`src/rtl/systolic_array_controller_if.sv`:
```
// Job/buffer-control bundle between scheduler, systolic_array_controller and the array buffers.
// master = scheduler/bench side, slave = controller side.
interface systolic_array_controller_if #(
  parameter int COLS      = 4,
  parameter int VEC_CNT_W = 16
);
  localparam int WA_W = (COLS > 1) ? $clog2(COLS) : 1;

  logic                 start;
  logic                 abort;
  logic [VEC_CNT_W-1:0] num_vectors;
  logic                 stall;
  logic                 array_en;
  logic                 array_sync_rst;
  logic                 array_load;
  logic                 weight_rd_en;
  logic [WA_W-1:0]      weight_rd_addr;
  logic                 input_rd_en;
  logic [VEC_CNT_W-1:0] input_rd_addr;
  logic                 psum_valid;
  logic [VEC_CNT_W-1:0] psum_wr_addr;
  logic                 busy;
  logic                 done;

  modport master (
    output start, abort, num_vectors, stall,
    input  array_en, array_sync_rst, array_load, weight_rd_en, weight_rd_addr,
           input_rd_en, input_rd_addr, psum_valid, psum_wr_addr, busy, done
  );

  modport slave (
    input  start, abort, num_vectors, stall,
    output array_en, array_sync_rst, array_load, weight_rd_en, weight_rd_addr,
           input_rd_en, input_rd_addr, psum_valid, psum_wr_addr, busy, done
  );
endinterface

```
`src/rtl/systolic_array_controller.sv`:
```
// Weight-stationary tile sequencer: CLEAR -> LOAD (COLS weights) -> COMPUTE (N+ROWS+COLS-1) -> FIN.
// Outputs decode from registered state; STALL freezes LOAD/COMPUTE. CTRL_PERF_CNT_EN adds perf counters.
module systolic_array_controller #(
  parameter int ROWS      = 4,
  parameter int COLS      = 4,
  parameter int VEC_CNT_W = 16
) (
  input  logic clk,
  input  logic rst_n,
  systolic_array_controller_if.slave bus
`ifdef CTRL_PERF_CNT_EN
  ,
  output logic [31:0] active_cycles,
  output logic [31:0] stall_cycles
`endif
);

  localparam int WA_W = (COLS > 1) ? $clog2(COLS) : 1;
  localparam int CW   = VEC_CNT_W + 1;
  localparam int LAT  = ROWS + COLS - 1;

  typedef enum logic [2:0] {
    S_IDLE,
    S_CLEAR,
    S_LOAD,
    S_COMPUTE,
    S_FIN
  } state_t;

  state_t               state_q, state_d;
  logic [CW-1:0]        cnt_q, cnt_d;
  logic [VEC_CNT_W-1:0] n_q, n_d;
  logic [CW-1:0]        comp_last;

  // One extra bit keeps N+LAT-1 from wrapping at the maximum job size.
  assign comp_last = {1'b0, n_q} + CW'(LAT) - CW'(1);

  always_comb begin
    state_d = state_q;
    cnt_d   = cnt_q;
    n_d     = n_q;
    case (state_q)
      S_IDLE: begin
        if (bus.start) begin
          n_d     = bus.num_vectors;
          cnt_d   = '0;
          state_d = S_CLEAR;
        end
      end
      S_CLEAR: begin
        cnt_d   = '0;
        state_d = S_LOAD;
      end
      S_LOAD: begin
        if (!bus.stall) begin
          if (cnt_q == CW'(COLS - 1)) begin
            cnt_d   = '0;
            state_d = (n_q == '0) ? S_FIN : S_COMPUTE;
          end else begin
            cnt_d = cnt_q + CW'(1);
          end
        end
      end
      S_COMPUTE: begin
        if (!bus.stall) begin
          if (cnt_q == comp_last) begin
            cnt_d   = '0;
            state_d = S_FIN;
          end else begin
            cnt_d = cnt_q + CW'(1);
          end
        end
      end
      S_FIN: begin
        state_d = S_IDLE;
      end
      default: begin
        cnt_d   = '0;
        state_d = S_IDLE;
      end
    endcase
    if (bus.abort && (state_q != S_IDLE)) begin
      cnt_d   = '0;
      state_d = S_IDLE;
    end
  end

  always_ff @(posedge clk or negedge rst_n) begin
    if (!rst_n) begin
      state_q <= S_IDLE;
      cnt_q   <= '0;
      n_q     <= '0;
    end else begin
      state_q <= state_d;
      cnt_q   <= cnt_d;
      n_q     <= n_d;
    end
  end

  // Addresses track the held counter during a stall; only strobes are gated.
  always_comb begin
    bus.array_en       = 1'b0;
    bus.array_sync_rst = 1'b0;
    bus.array_load     = 1'b0;
    bus.weight_rd_en   = 1'b0;
    bus.weight_rd_addr = '0;
    bus.input_rd_en    = 1'b0;
    bus.input_rd_addr  = '0;
    bus.psum_valid     = 1'b0;
    bus.psum_wr_addr   = '0;
    bus.busy           = (state_q != S_IDLE);
    bus.done           = (state_q == S_FIN);
    case (state_q)
      S_CLEAR: begin
        bus.array_en       = 1'b1;
        bus.array_sync_rst = 1'b1;
      end
      S_LOAD: begin
        bus.array_en       = !bus.stall;
        bus.array_load     = 1'b1;
        bus.weight_rd_en   = !bus.stall;
        bus.weight_rd_addr = WA_W'(CW'(COLS - 1) - cnt_q);
      end
      S_COMPUTE: begin
        bus.array_en      = !bus.stall;
        bus.input_rd_en   = !bus.stall && (cnt_q < {1'b0, n_q});
        bus.input_rd_addr = VEC_CNT_W'(cnt_q);
        if (cnt_q >= CW'(LAT)) begin
          bus.psum_valid   = !bus.stall;
          bus.psum_wr_addr = VEC_CNT_W'(cnt_q - CW'(LAT));
        end
      end
      default: ;
    endcase
  end

`ifdef CTRL_PERF_CNT_EN
  logic [31:0] act_q, act_d;
  logic [31:0] stl_q, stl_d;

  always_comb begin
    act_d = act_q;
    stl_d = stl_q;
    if ((state_q == S_IDLE) && bus.start) begin
      act_d = '0;
      stl_d = '0;
    end else begin
      if ((state_q != S_IDLE) && (act_q != '1)) begin
        act_d = act_q + 32'd1;
      end
      if (((state_q == S_LOAD) || (state_q == S_COMPUTE)) && bus.stall && (stl_q != '1)) begin
        stl_d = stl_q + 32'd1;
      end
    end
  end

  always_ff @(posedge clk or negedge rst_n) begin
    if (!rst_n) begin
      act_q <= '0;
      stl_q <= '0;
    end else begin
      act_q <= act_d;
      stl_q <= stl_d;
    end
  end

  assign active_cycles = act_q;
  assign stall_cycles  = stl_q;
`endif

endmodule
```
`src/flat_wrapper.sv`:
```
// flat-port wrapper written by rule: the top's interface ports become plain ports
module systolic_array_controller_flat 
#(
  parameter int ROWS      = 4,
  parameter int COLS      = 4,
  parameter int VEC_CNT_W = 16
)
  (clk, rst_n, bus_start, bus_abort, bus_num_vectors, bus_stall, bus_array_en, bus_array_sync_rst, bus_array_load, bus_weight_rd_en, bus_weight_rd_addr, bus_input_rd_en, bus_input_rd_addr, bus_psum_valid, bus_psum_wr_addr, bus_busy, bus_done);
  systolic_array_controller_if #(.COLS(COLS), .VEC_CNT_W(VEC_CNT_W)) bus_i ();
  input  logic clk;
  input  logic rst_n;
  input wire logic [$bits(bus_i.start)-1:0] bus_start;
  input wire logic [$bits(bus_i.abort)-1:0] bus_abort;
  input wire logic [$bits(bus_i.num_vectors)-1:0] bus_num_vectors;
  input wire logic [$bits(bus_i.stall)-1:0] bus_stall;
  output wire logic [$bits(bus_i.array_en)-1:0] bus_array_en;
  output wire logic [$bits(bus_i.array_sync_rst)-1:0] bus_array_sync_rst;
  output wire logic [$bits(bus_i.array_load)-1:0] bus_array_load;
  output wire logic [$bits(bus_i.weight_rd_en)-1:0] bus_weight_rd_en;
  output wire logic [$bits(bus_i.weight_rd_addr)-1:0] bus_weight_rd_addr;
  output wire logic [$bits(bus_i.input_rd_en)-1:0] bus_input_rd_en;
  output wire logic [$bits(bus_i.input_rd_addr)-1:0] bus_input_rd_addr;
  output wire logic [$bits(bus_i.psum_valid)-1:0] bus_psum_valid;
  output wire logic [$bits(bus_i.psum_wr_addr)-1:0] bus_psum_wr_addr;
  output wire logic [$bits(bus_i.busy)-1:0] bus_busy;
  output wire logic [$bits(bus_i.done)-1:0] bus_done;
  assign bus_i.start = bus_start;
  assign bus_i.abort = bus_abort;
  assign bus_i.num_vectors = bus_num_vectors;
  assign bus_i.stall = bus_stall;
  assign bus_array_en = bus_i.array_en;
  assign bus_array_sync_rst = bus_i.array_sync_rst;
  assign bus_array_load = bus_i.array_load;
  assign bus_weight_rd_en = bus_i.weight_rd_en;
  assign bus_weight_rd_addr = bus_i.weight_rd_addr;
  assign bus_input_rd_en = bus_i.input_rd_en;
  assign bus_input_rd_addr = bus_i.input_rd_addr;
  assign bus_psum_valid = bus_i.psum_valid;
  assign bus_psum_wr_addr = bus_i.psum_wr_addr;
  assign bus_busy = bus_i.busy;
  assign bus_done = bus_i.done;
  systolic_array_controller #(.ROWS(ROWS), .COLS(COLS), .VEC_CNT_W(VEC_CNT_W)) u_core (.clk(clk), .rst_n(rst_n), .bus(bus_i));
endmodule
```
`config.mk`:
```
export PLATFORM = sky130hd
export DESIGN_NAME = systolic_array_controller_flat
export DESIGN_NICKNAME = d
export VERILOG_FILES = /design/src/rtl/systolic_array_controller_if.sv /design/src/rtl/systolic_array_controller.sv /design/src/flat_wrapper.sv
export SDC_FILE = /design/constraint.sdc
export NUM_CORES = 1
export LEC_CHECK = 0
export CAP_MARGIN = 20
export CORE_ASPECT_RATIO = 0.75
export CORE_MARGIN = 1
export CORE_UTILIZATION = 41
export CTS_CLUSTER_SIZE = 12
export DETAILED_ROUTE_END_ITERATION = 8
export PLACE_DENSITY = 0.66
export SYNTH_ARGS = -nofsm -noshare
export SYNTH_HDL_FRONTEND = slang
export SYNTH_SLANG_ARGS = --single-unit
```
`constraint.sdc`:
```
create_clock -name clk -period 8.6 [get_ports clk]
set_input_delay 1.72 -clock clk [delete_from_list [all_inputs] [get_ports clk]]
set_output_delay 1.72 -clock clk [all_outputs]
set_load 0.005 [all_outputs]
```
# [Word-level counts from Yosys, hierarchy flattened]
# Index checks and enable logic that the tools add are counted.
[word_totals] reg_bits=36 input_bits=21 wordCells=58
[classes] add_sub_neg=5 n_lt_le_gt_ge=2 eq_ne=12 mux=26 n_reduce_logical=10
[ops] operator="17-bit two-way mux" n=6
[ops] operator="17-bit case mux with 4 select lines" n=1
[ops] operator="16-bit two-way mux" n=3
[ops] operator="3-bit two-way mux" n=7
[ops] operator="16-bit by 3-bit adder with 17-bit output, second input constant" n=1
[ops] operator="17-bit by 1-bit adder with 17-bit output, second input constant" n=1
[ops] operator="17-bit equality test" n=1
[ops] operator="17-bit by 2-bit equality test with 1-bit output, second input constant" n=1
[ops] operator="17-bit by 3-bit >= comparator with 1-bit output, second input constant" n=1
[ops] operator="17-bit by 16-bit < comparator with 1-bit output" n=1
[ops] operator="17-bit by 1-bit subtractor with 17-bit output, second input constant" n=1
[ops] operator="16-bit logical NOT" n=1
[ops] operator="16-bit by 3-bit subtractor with 16-bit output, second input constant" n=1
[ops] operator="3-bit case mux with 4 select lines" n=1
[ops] operator="3-bit by 2-bit != test with 1-bit output, second input constant" n=3
[ops] operator="3-bit by 2-bit equality test with 1-bit output, second input constant" n=2
[ops] operator="1-bit two-way mux" n=6
[ops] operator="3-bit by 1-bit != test with 1-bit output, second input constant" n=2
[ops] operator="5-bit AND reduction" n=1
[ops] operator="4-bit AND reduction" n=1
[ops] operator="3-bit by 1-bit equality test with 1-bit output, second input constant" n=1
[ops] operator="3-bit equality test, second input constant" n=1
[ops] operator="3-bit logical NOT" n=1
[ops] operator="3-bit nonzero test" n=1
[ops] operator="other kinds (8)" n=9

# [Depth between registers and ports, before layout]
# Gate-level depths: netlist (run 1).
[logic_depth] ltp_word=7 depth_mapped=11 ltp_nobuf=10

# [Least setup slack after synthesis (run 1)]
# No wires, ideal clock.
[synth_timing] path_kind="in2out" start="input bus_stall" end="output bus_input_rd_en" t_arrival_ns=2.697 t_required_ns=6.880 slack_ns=4.183 stages=6 cell_sequence="clkbuf_1 a211oi_1 nand2_1 a311oi_1 nand2_1 o21ai_0"
[synth_between] elab_chain_len=3
[synth_rtl] element="from (decl)" line="flat_wrapper.sv:15" text="input wire logic [$bits(bus_i.stall)-1:0] bus_stall;"
[synth_rtl] element="1-bit logical NOT"
[synth_rtl] element="1-bit logical AND" line="systolic_array_controller.sv:126" text="bus.input_rd_en = !bus.stall && (cnt_q < {1'b0, n_q});"
[synth_rtl] element="1-bit two-way mux" line="systolic_array_controller.sv:113" text="case (state_q)"
[synth_rtl] element="to (decl)" line="flat_wrapper.sv:21" text="output wire logic [$bits(bus_i.input_rd_en)-1:0] bus_input_rd_en;"
# No other way between the ends.

# [Worst setup path after layout (run 1)]
# Ends and elaborated chain as after synthesis.

==> metrics, run 1 <==
routed len/inst around 16 µm; CP max FO 9; clock sinks 36; top cells by count, synth 42 x nand2_1, 41 x nor2_1, 36 x dfrtp_1; required time of the critical path between 6 and 7 ns; Die Height 79.29 µm; final critical-path required period 5.674 ns; initial DRC count approximately 250; top cells by area, synth dfrtp_1 28%, xnor2_1 7.8%, ha_1 6.9%; critical path class in -> out; Synth top area share about 28%; Multi-input gate area 2141 µm²; starting density of the core 43.35%; CP Cell Sequence clkdlybuf4s50_1 -> a211oi_1 -> nand2_1 -> a311oi_1 -> nand2_1 -> o21ai_0 -> clkdlybuf4s50_1; largest area contributor in the netlist dfrtp_1; GRT overflow 0; CTS hold repair buffers 0; H-Tree Depth 2; number of flops mapped to enable cells by yosys 0; Nets approximately 500; CP peak stage delay approximately 0.6 ns; FF-to-FF setup slack around 4.7 ns; overall routing resource usage 23.08%; maximum clock frequency between 0.15 and 0.2 GHz; cell area after synthesis approximately 3300 µm²; Worst EP arrival ~4 ns; RSZ-0062 raised after global routing false; post-DP HPWL ~6.6 mm; Crit-path slowest cell clkdlybuf4s50_1; cell row count 27; Slew @ Worst Pin between 1 and 1.5 ns; post-CTS resize count 0; Hold Crit Class reg -> reg; fill count between 700 and 800; outcome finished, final reports clean; FFs w/ async S/R, synth 100.0%; Leak Pwr about 1.7 nW; Cell variety after synth 64; TritonCTS buffer count 5; top-count cell post-synth nand2_1; worst min-delay path endpoint u_core.n_q[0]; Routed WL about 9 mm; synthesized area per cell slightly below 8 µm²; Register Area approximately 900 µm²; first-pass GRT wire length ~15 mm; Yosys reg bits 36; count of final max-slew check failures 0; # DRC 0; # Post-CTS Setup Buffers 0; prevailing post-synth register cell dfrtp_1; hold path start u_core.n_q[0]; Reg clk slew, reported paths approximately 0.070 ns; Cells after Synth around 420; clk_lat worst skew about 0.29 ns; Tot Pwr ~0.85 mW; worst hold path depth 1; crit start category input port; via count ~3.2k; clk buf depth 2; die width ~110 µm; Antenna Nets Post-Route 0; Slew HR ~13%; vias in the first global route approximately 2.9k; register area share after synthesis ~28%; Area growth, synth to finish 22.34%; peak supply drop between 0.15 and 0.2 mV; Post-Syn Nets 462; num ports 63; core area 7533 µm²; Hold Violations, Final 0; Ys Warns 0; total negative setup slack 0 ns; TritonCTS clock tree done; CTS root buf clkbuf_8; Max Cap Viol 0; Pre-antenna DRT Iters 5; Critical R2R Launch u_core.n_q[2]; Antenna Cells 0; R2R Path End u_core.cnt_q[9]; initial antenna violation count 0; Port-buffer cells between 60 and 70; final setup fails 0; Bufs and invs on worst path 2; Max Clock Skew 0.005346 ns; routed vias/inst between 5 and 6; die area about 8300 µm²; Worst setup EP type output pin; pin count of the biggest net entering global routing 37; delay-heaviest family, CP buffers and inverters; r2r worst-path depth 10; Placer Congestion 0.8932; share of cells above drive strength 1 4.095%; Tcrit/Tclk final 65.98%; Power per Cell Area around 210 nW/µm²
==> power breakdown <==
group          internal [mW]  total [mW]  switching, mW
combinational          0.185       0.437          0.252
clock                 0.0654       0.126         0.0607
sequential             0.213       0.285         0.0728
total                  0.463       0.849          0.385
==> cell usage in the layout, fill, tap and decap left out, types with 19 or more instances in the layout <==
cell             instances
o21ai_0                 23
nand2_1                 42
inv_1                   25
clkdlybuf4s50_1         62
xnor2_1                 29
dfrtp_1                 36
nand3_1                 19
nor2_1                  40
and2_1                  19
==> worst max path at each step <==
stage / start / to / slack, ns / cells after the start
CTS: bus_stall / bus_input_rd_en / 2.98 / 7
global route: bus_stall / bus_input_rd_en / 2.77 / 7
global placement: bus_stall / bus_input_rd_en / 2.99 / 7
finish: bus_stall / bus_input_rd_en / 2.93 / 7
floorplan: bus_stall / bus_input_rd_en / 4.18 / 6
detailed placement: bus_stall / bus_input_rd_en / 3.01 / 7
==> flip-flops by register name (all words and copies together), names as in the netlist <==
name / flops
u_core.state_q: 3
u_core.cnt_q: 17
u_core.n_q: 16
==> routing by layer <==
| metal | vias up | part of all wire (%) | GRT usage [%] |
|---|---|---|---|
| li1 | 1578 | - | - |
| met1 | 1514 | 49 | 34.31 |
| met2 | 119 | 43 | 35.36 |
| met3 | 5 | 7.7 | 3.941 |
| met4 | 0 | 0.31 | 3.521 |
| met5 | - | 0 | 0 |
==> metrics by stage <==
stage / cell area, µm² / std cells / setup WS (ns) / utilization [%] / hold slack (ns)
2_1_floorplan: 3266 / 423 / 4.183 / - / 0.5115
3_3_place_gp: 3890 / 556 / 2.986 / 51.64 / 0.6065
5_1_grt: 3995 / 565 / 2.767 / 53.03 / 0.6484
6_report: 3995 / 565 / 2.926 / 53.03 / 0.6238
3_5_place_dp: 3890 / 556 / 3.009 / 51.64 / 0.6002
4_1_cts: 3980 / 564 / 2.977 / 52.83 / 0.6273
==> cell families (layout without fill, tap and decap cells) <==
| logic type | Yosys count | count (layout) | synth area share [%] |
|---|---|---|---|
| buffers and inverters | 56 | 97 | 6.935 |
| AOI/OAI and AO/OA | 79 | 79 | 16.32 |
| xor gates and xnor gates | 40 | 40 | 10.73 |
| and+or+nand+nor | 192 | 192 | 30.88 |
| DFF | 36 | 36 | 27.59 |
| adders and majority gates | 18 | 18 | 6.897 |
| muxes | 2 | 2 | 0.6513 |
==> final cells by class <==
| cell class | instances | area share (%) |
|---|---|---|
| repair buffers | 64 | 16.10 |
| clock buffers | 8 | 2.255 |
| flip-flops and latches | 36 | 22.55 |
| multi-input cells | 331 | 53.59 |
| well taps | 101 | 3.163 |
| inverters | 25 | 2.349 |
Power figures use the tool's default switching activity.
==> run 2, diff against run 1 <==
Clock period 8.6 ns to 5.6 ns, I/O delays scaled along.
==> metrics, run 2 (same netlist as run 1, synthesis figures left out) <==
total negative setup slack 0 ns; final cell count without fillers 565; critical path class in -> out; Bufs and invs on worst path 2; Max Clock Skew roughly 0.0034 ns; # Post-CTS Setup Buffers 0; Routed WL 9.215 mm; count of final max-slew check failures 0; vias in the first global route approximately 3k; CP max FO 9; Pre-antenna DRT Iters 5; Worst setup EP type output pin; GRT overflow 0; cell row count 27; Crit-path slowest cell clkdlybuf4s50_1; Cell Area, Placed ~4000 µm²; CTS hold repair buffers 0; Slew @ Worst Pin about 1.2 ns; num ports 63; dpl ws between 1 and 1.5 ns; CP Cell Sequence clkdlybuf4s50_1 -> a211oi_1 -> nand2_1 -> a311oi_1 -> nand2_1 -> o21ai_0 -> clkdlybuf4s50_1; H-Tree Depth 2; Hold Crit Class reg -> reg; required time of the critical path 4.48 ns; Slew HR 17.21%; via count 3268; clk_lat worst skew slightly below 0.3 ns; core area 7533 µm²; Tot Pwr about 1.3 mW; Worst EP arrival between 3 and 4 ns; Die Height a little under 80 µm; final setup fails 0; peak supply drop between 0.2 and 0.25 mV; die width around 110 µm; delay-heaviest family, CP buffers and inverters; Reg clk slew, reported paths around 0.070 ns; clock sinks 36; Area growth, synth to finish 22.34%; Hold Violations, Final 0; # DRC 0; post-CTS resize count 0; clk buf depth 2; initial antenna violation count 0; fill count approximately 740; first-pass GRT wire length 15.36 mm; TritonCTS clock tree done; pin count of the biggest net entering global routing 37; CTS root buf clkbuf_8; Placed Cells 556; initial DRC count between 200 and 250; Tcrit/Tclk final 80.00%; commonest cells after routing, fill and taps aside 62 x clkdlybuf4s50_1, 42 x nand2_1, 40 x nor2_1; Max Cap Viol 0; hold slack final around 0.65 ns; die area ~8300 µm²; RSZ-0062 raised after global routing false; commonest non-fill, non-tap cell in the layout clkdlybuf4s50_1; Placer Congestion 0.9093; FF-to-FF setup slack about 1.7 ns; share of cells above drive strength 1 under 10%; Antenna Cells 0; Util after Layout between 50% and 60%; Largest register FFs 17; post-DP HPWL between 6 and 7 mm; overall routing resource usage 23.12%; CP peak stage delay just under 0.6 ns; crit start category input port; Biggest register u_core.cnt_q; biggest regs u_core.cnt_q: 17 flops, u_core.n_q: 16 flops, u_core.state_q: 3 flops; starting density of the core 43.35%; design area around 4000 µm²; routed len/inst between 15 and 20 µm; routed vias/inst 5.784; Power per Cell Area roughly 330 nW/µm²; outcome finished, final reports clean; Nets between 500 and 600; Antenna Nets Post-Route 0; TritonCTS buffer count 5; Leak Pwr 1.668 nW; Port-buffer cells 62; final critical-path required period around 4.5 ns; maximum clock frequency approximately 0.22 GHz; setup ws final about 1.1 ns
run 2: cell counts in the layout (fill, tap and decap cells not counted):
Identical to the previous run, type by type.
run 2: worst paths after layout:
kind                               start  depth (start not counted)               to
hold / removal             u_core.n_q[0]                          1    u_core.n_q[0]
setup / recovery               bus_stall                          7  bus_input_rd_en
hold reg to reg            u_core.n_q[0]                          1    u_core.n_q[0]
setup reg to reg           u_core.n_q[1]                         10  u_core.cnt_q[2]
min in group asynchronous          rst_n                          2    u_core.n_q[3]
max in group asynchronous          rst_n                          2   u_core.n_q[11]
run 2: where the power goes:
part / leakage (nW) / internal, mW / switching (mW) / total [mW]
combinational: 1.15 / 0.285 / 0.395 / 0.680
sequential: 0.473 / 0.326 / 0.113 / 0.439
clock: 0.0455 / 0.101 / 0.0954 / 0.196
total: 1.67 / 0.712 / 0.603 / 1.31
run 2: layout make-up:
class                           count  area, µm²  share of cell area [%]
Sequential cell                    36      900.9                   22.55
Timing Repair Buffer               64      643.1                   16.10
Multi-Input combinational cell    331       2141                   53.59
Inverter                           25      93.84                   2.349
Tap cell                          101      126.4                   3.163
Clock buffer                        8      90.09                   2.255
run 2: worst reg2reg max path, stage by stage, from the launching register on:
cell,delay [ns]
dfrtp_1,0.45
inv_1,0.11
ha_1,0.26
nand4b_1,0.42
nor4_1,0.42
xor2_1,0.11
a2111oi_0,0.45
nand4_1,0.21
or4b_1,0.74
nand3_1,0.46
a21oi_1,0.15
run 2: layer usage:
layer  routed length, µm  part of all wire, %  global-route usage [%]
met1                4610                   50                   33.99
met2                4091                   44                   36.89
met3                 470                  5.1                   3.120
met4                  42                 0.46                   2.958
met5                   0                    0                       0
==> run 3, diff against run 2 <==
Clock period 5.6 ns to 4.25 ns, I/O delays scaled along.
==> metrics, run 3 (same netlist as run 1, synthesis figures left out) <==
Cell Area, Placed 3995 µm²; biggest regs u_core.cnt_q: 17 flops, u_core.n_q: 16 flops, u_core.state_q: 3 flops; Placer Congestion between 0.9 and 1; Slew @ Worst Pin just over 0.7 ns; num ports between 60 and 70; first-pass GRT wire length about 15 mm; H-Tree Depth 2; CP max FO 17; initial DRC count between 200 and 250; maximum clock frequency ~0.26 GHz; final critical-path required period between 3 and 4 ns; total negative setup slack 0 ns; TritonCTS buffer count 5; GRT overflow 0; share of cells above drive strength 1 slightly below 7%; CTS root buf clkbuf_8; Nets roughly 500; Slew HR a little over half; Antenna Cells 0; CP Cell Sequence or4_4 -> or4_4 -> nor2_1 -> nand2_1 -> nand2_1 -> nor3_1 -> clkdlybuf4s50_1; die width between 100 and 150 µm; worst hold path depth 1; starting density of the core between 40% and 50%; commonest non-fill, non-tap cell in the layout clkdlybuf4s50_1; # DRC 0; peak supply drop roughly 0.24 mV; Area growth, synth to finish 24.71%; cell row count 27; Tot Pwr ~1.7 mW; post-DP HPWL between 6 and 7 mm; Largest register FFs 17; Max Clock Skew roughly 0.011 ns; Worst setup EP type output pin; Port-buffer cells a little over 60; RSZ-0062 raised after global routing false; design area approximately 4100 µm²; Leak Pwr between 1.5 and 2 nW; Biggest register u_core.cnt_q; die area 8330 µm²; outcome finished, final reports clean; Worst EP arrival 3.07 ns; CTS hold repair buffers 0; overall routing resource usage approximately a quarter; Hold Crit Class reg -> reg; Antenna Nets Post-Route 0; initial antenna violation count 0; routed vias/inst 5.591; clk_lat worst skew 0.28 ns; crit start category register; Power per Cell Area around 420 nW/µm²; core area 7533 µm²; r2r worst-path depth 10; CP peak stage delay 0.56 ns; clk buf depth 2; final setup fails 0; commonest cells after routing, fill and taps aside 62 x clkdlybuf4s50_1, 42 x nand2_1, 40 x nor2_1; vias in the first global route ~3k; pin count of the biggest net entering global routing 37; TritonCTS clock tree done; clock sinks 36; # Post-CTS Setup Buffers 0; critical path class reg -> out; via count 3226; Routed WL approximately 9.2 mm; Pre-antenna DRT Iters 5; count of final max-slew check failures 0; Reg clk slew, reported paths around 0.08 ns; routed len/inst 16.00 µm; Die Height 79.29 µm; required time of the critical path 3.40 ns; Hold Violations, Final 0; post-CTS resize count 0; Tcrit/Tclk final 92.22%; Max Cap Viol 0; Crit-path slowest cell or4_4; Util after Layout 54.06%
run 3: per-stage QoR:
| step | setup WS (ns) | hold slack, ns | instances |
|---|---|---|---|
| after floorplan | 1.001 | 0.5115 | 423 |
| after global placement | 0.5233 | 0.6270 | 570 |
| after detailed placement | 0.5945 | 0.6155 | 570 |
| after CTS | 0.3200 | 0.6364 | 577 |
| after global routing | 0.1137 | 0.6542 | 577 |
| final | 0.3305 | 0.6491 | 577 |
run 3: final timing paths:
path	start	endpoint	slack, ns
max reg2reg	u_core.n_q[2]	u_core.cnt_q[12]	0.54
max in group asynchronous	rst_n	u_core.n_q[9]	2.89
min in group asynchronous	rst_n	u_core.n_q[1]	0.99
min reg2reg	u_core.n_q[0]	u_core.n_q[0]	0.65
max	u_core.cnt_q[11]	bus_psum_wr_addr[3]	0.33
min	u_core.n_q[0]	u_core.n_q[0]	0.65
run 3: power by group:
group	internal, mW	switching [mW]
registers	0.430	0.145
logic	0.381	0.515
clock network	0.112	0.123
run 3: final cells by class:
type	count	area, µm²
fill	736	3461
multi-input combinational	331	2141
sequential	36	900.9
timing repair buffer	77	733.2
tap	101	126.4
inverter	25	93.84
clock buffer	6	72.57
clock inverter	1	5.005
run 3: routing by layer:
metal / share of wire, % / global-route usage, % / vias up
met5: 0 / 0 / -
met4: 0.42 / 3.099 / 0
met3: 5.6 / 4.187 / 4
met2: 43 / 35.63 / 105
met1: 51 / 34.62 / 1526
li1: - / - / 1591
run 3: worst max-delay path: cells and delay by family, from the launching register on:
kind | cells | cell delay (ns)
and+or+nand+nor | 6 | 1.81
buffers and inverters | 1 | 0.47
DFF | 1 | 0.51
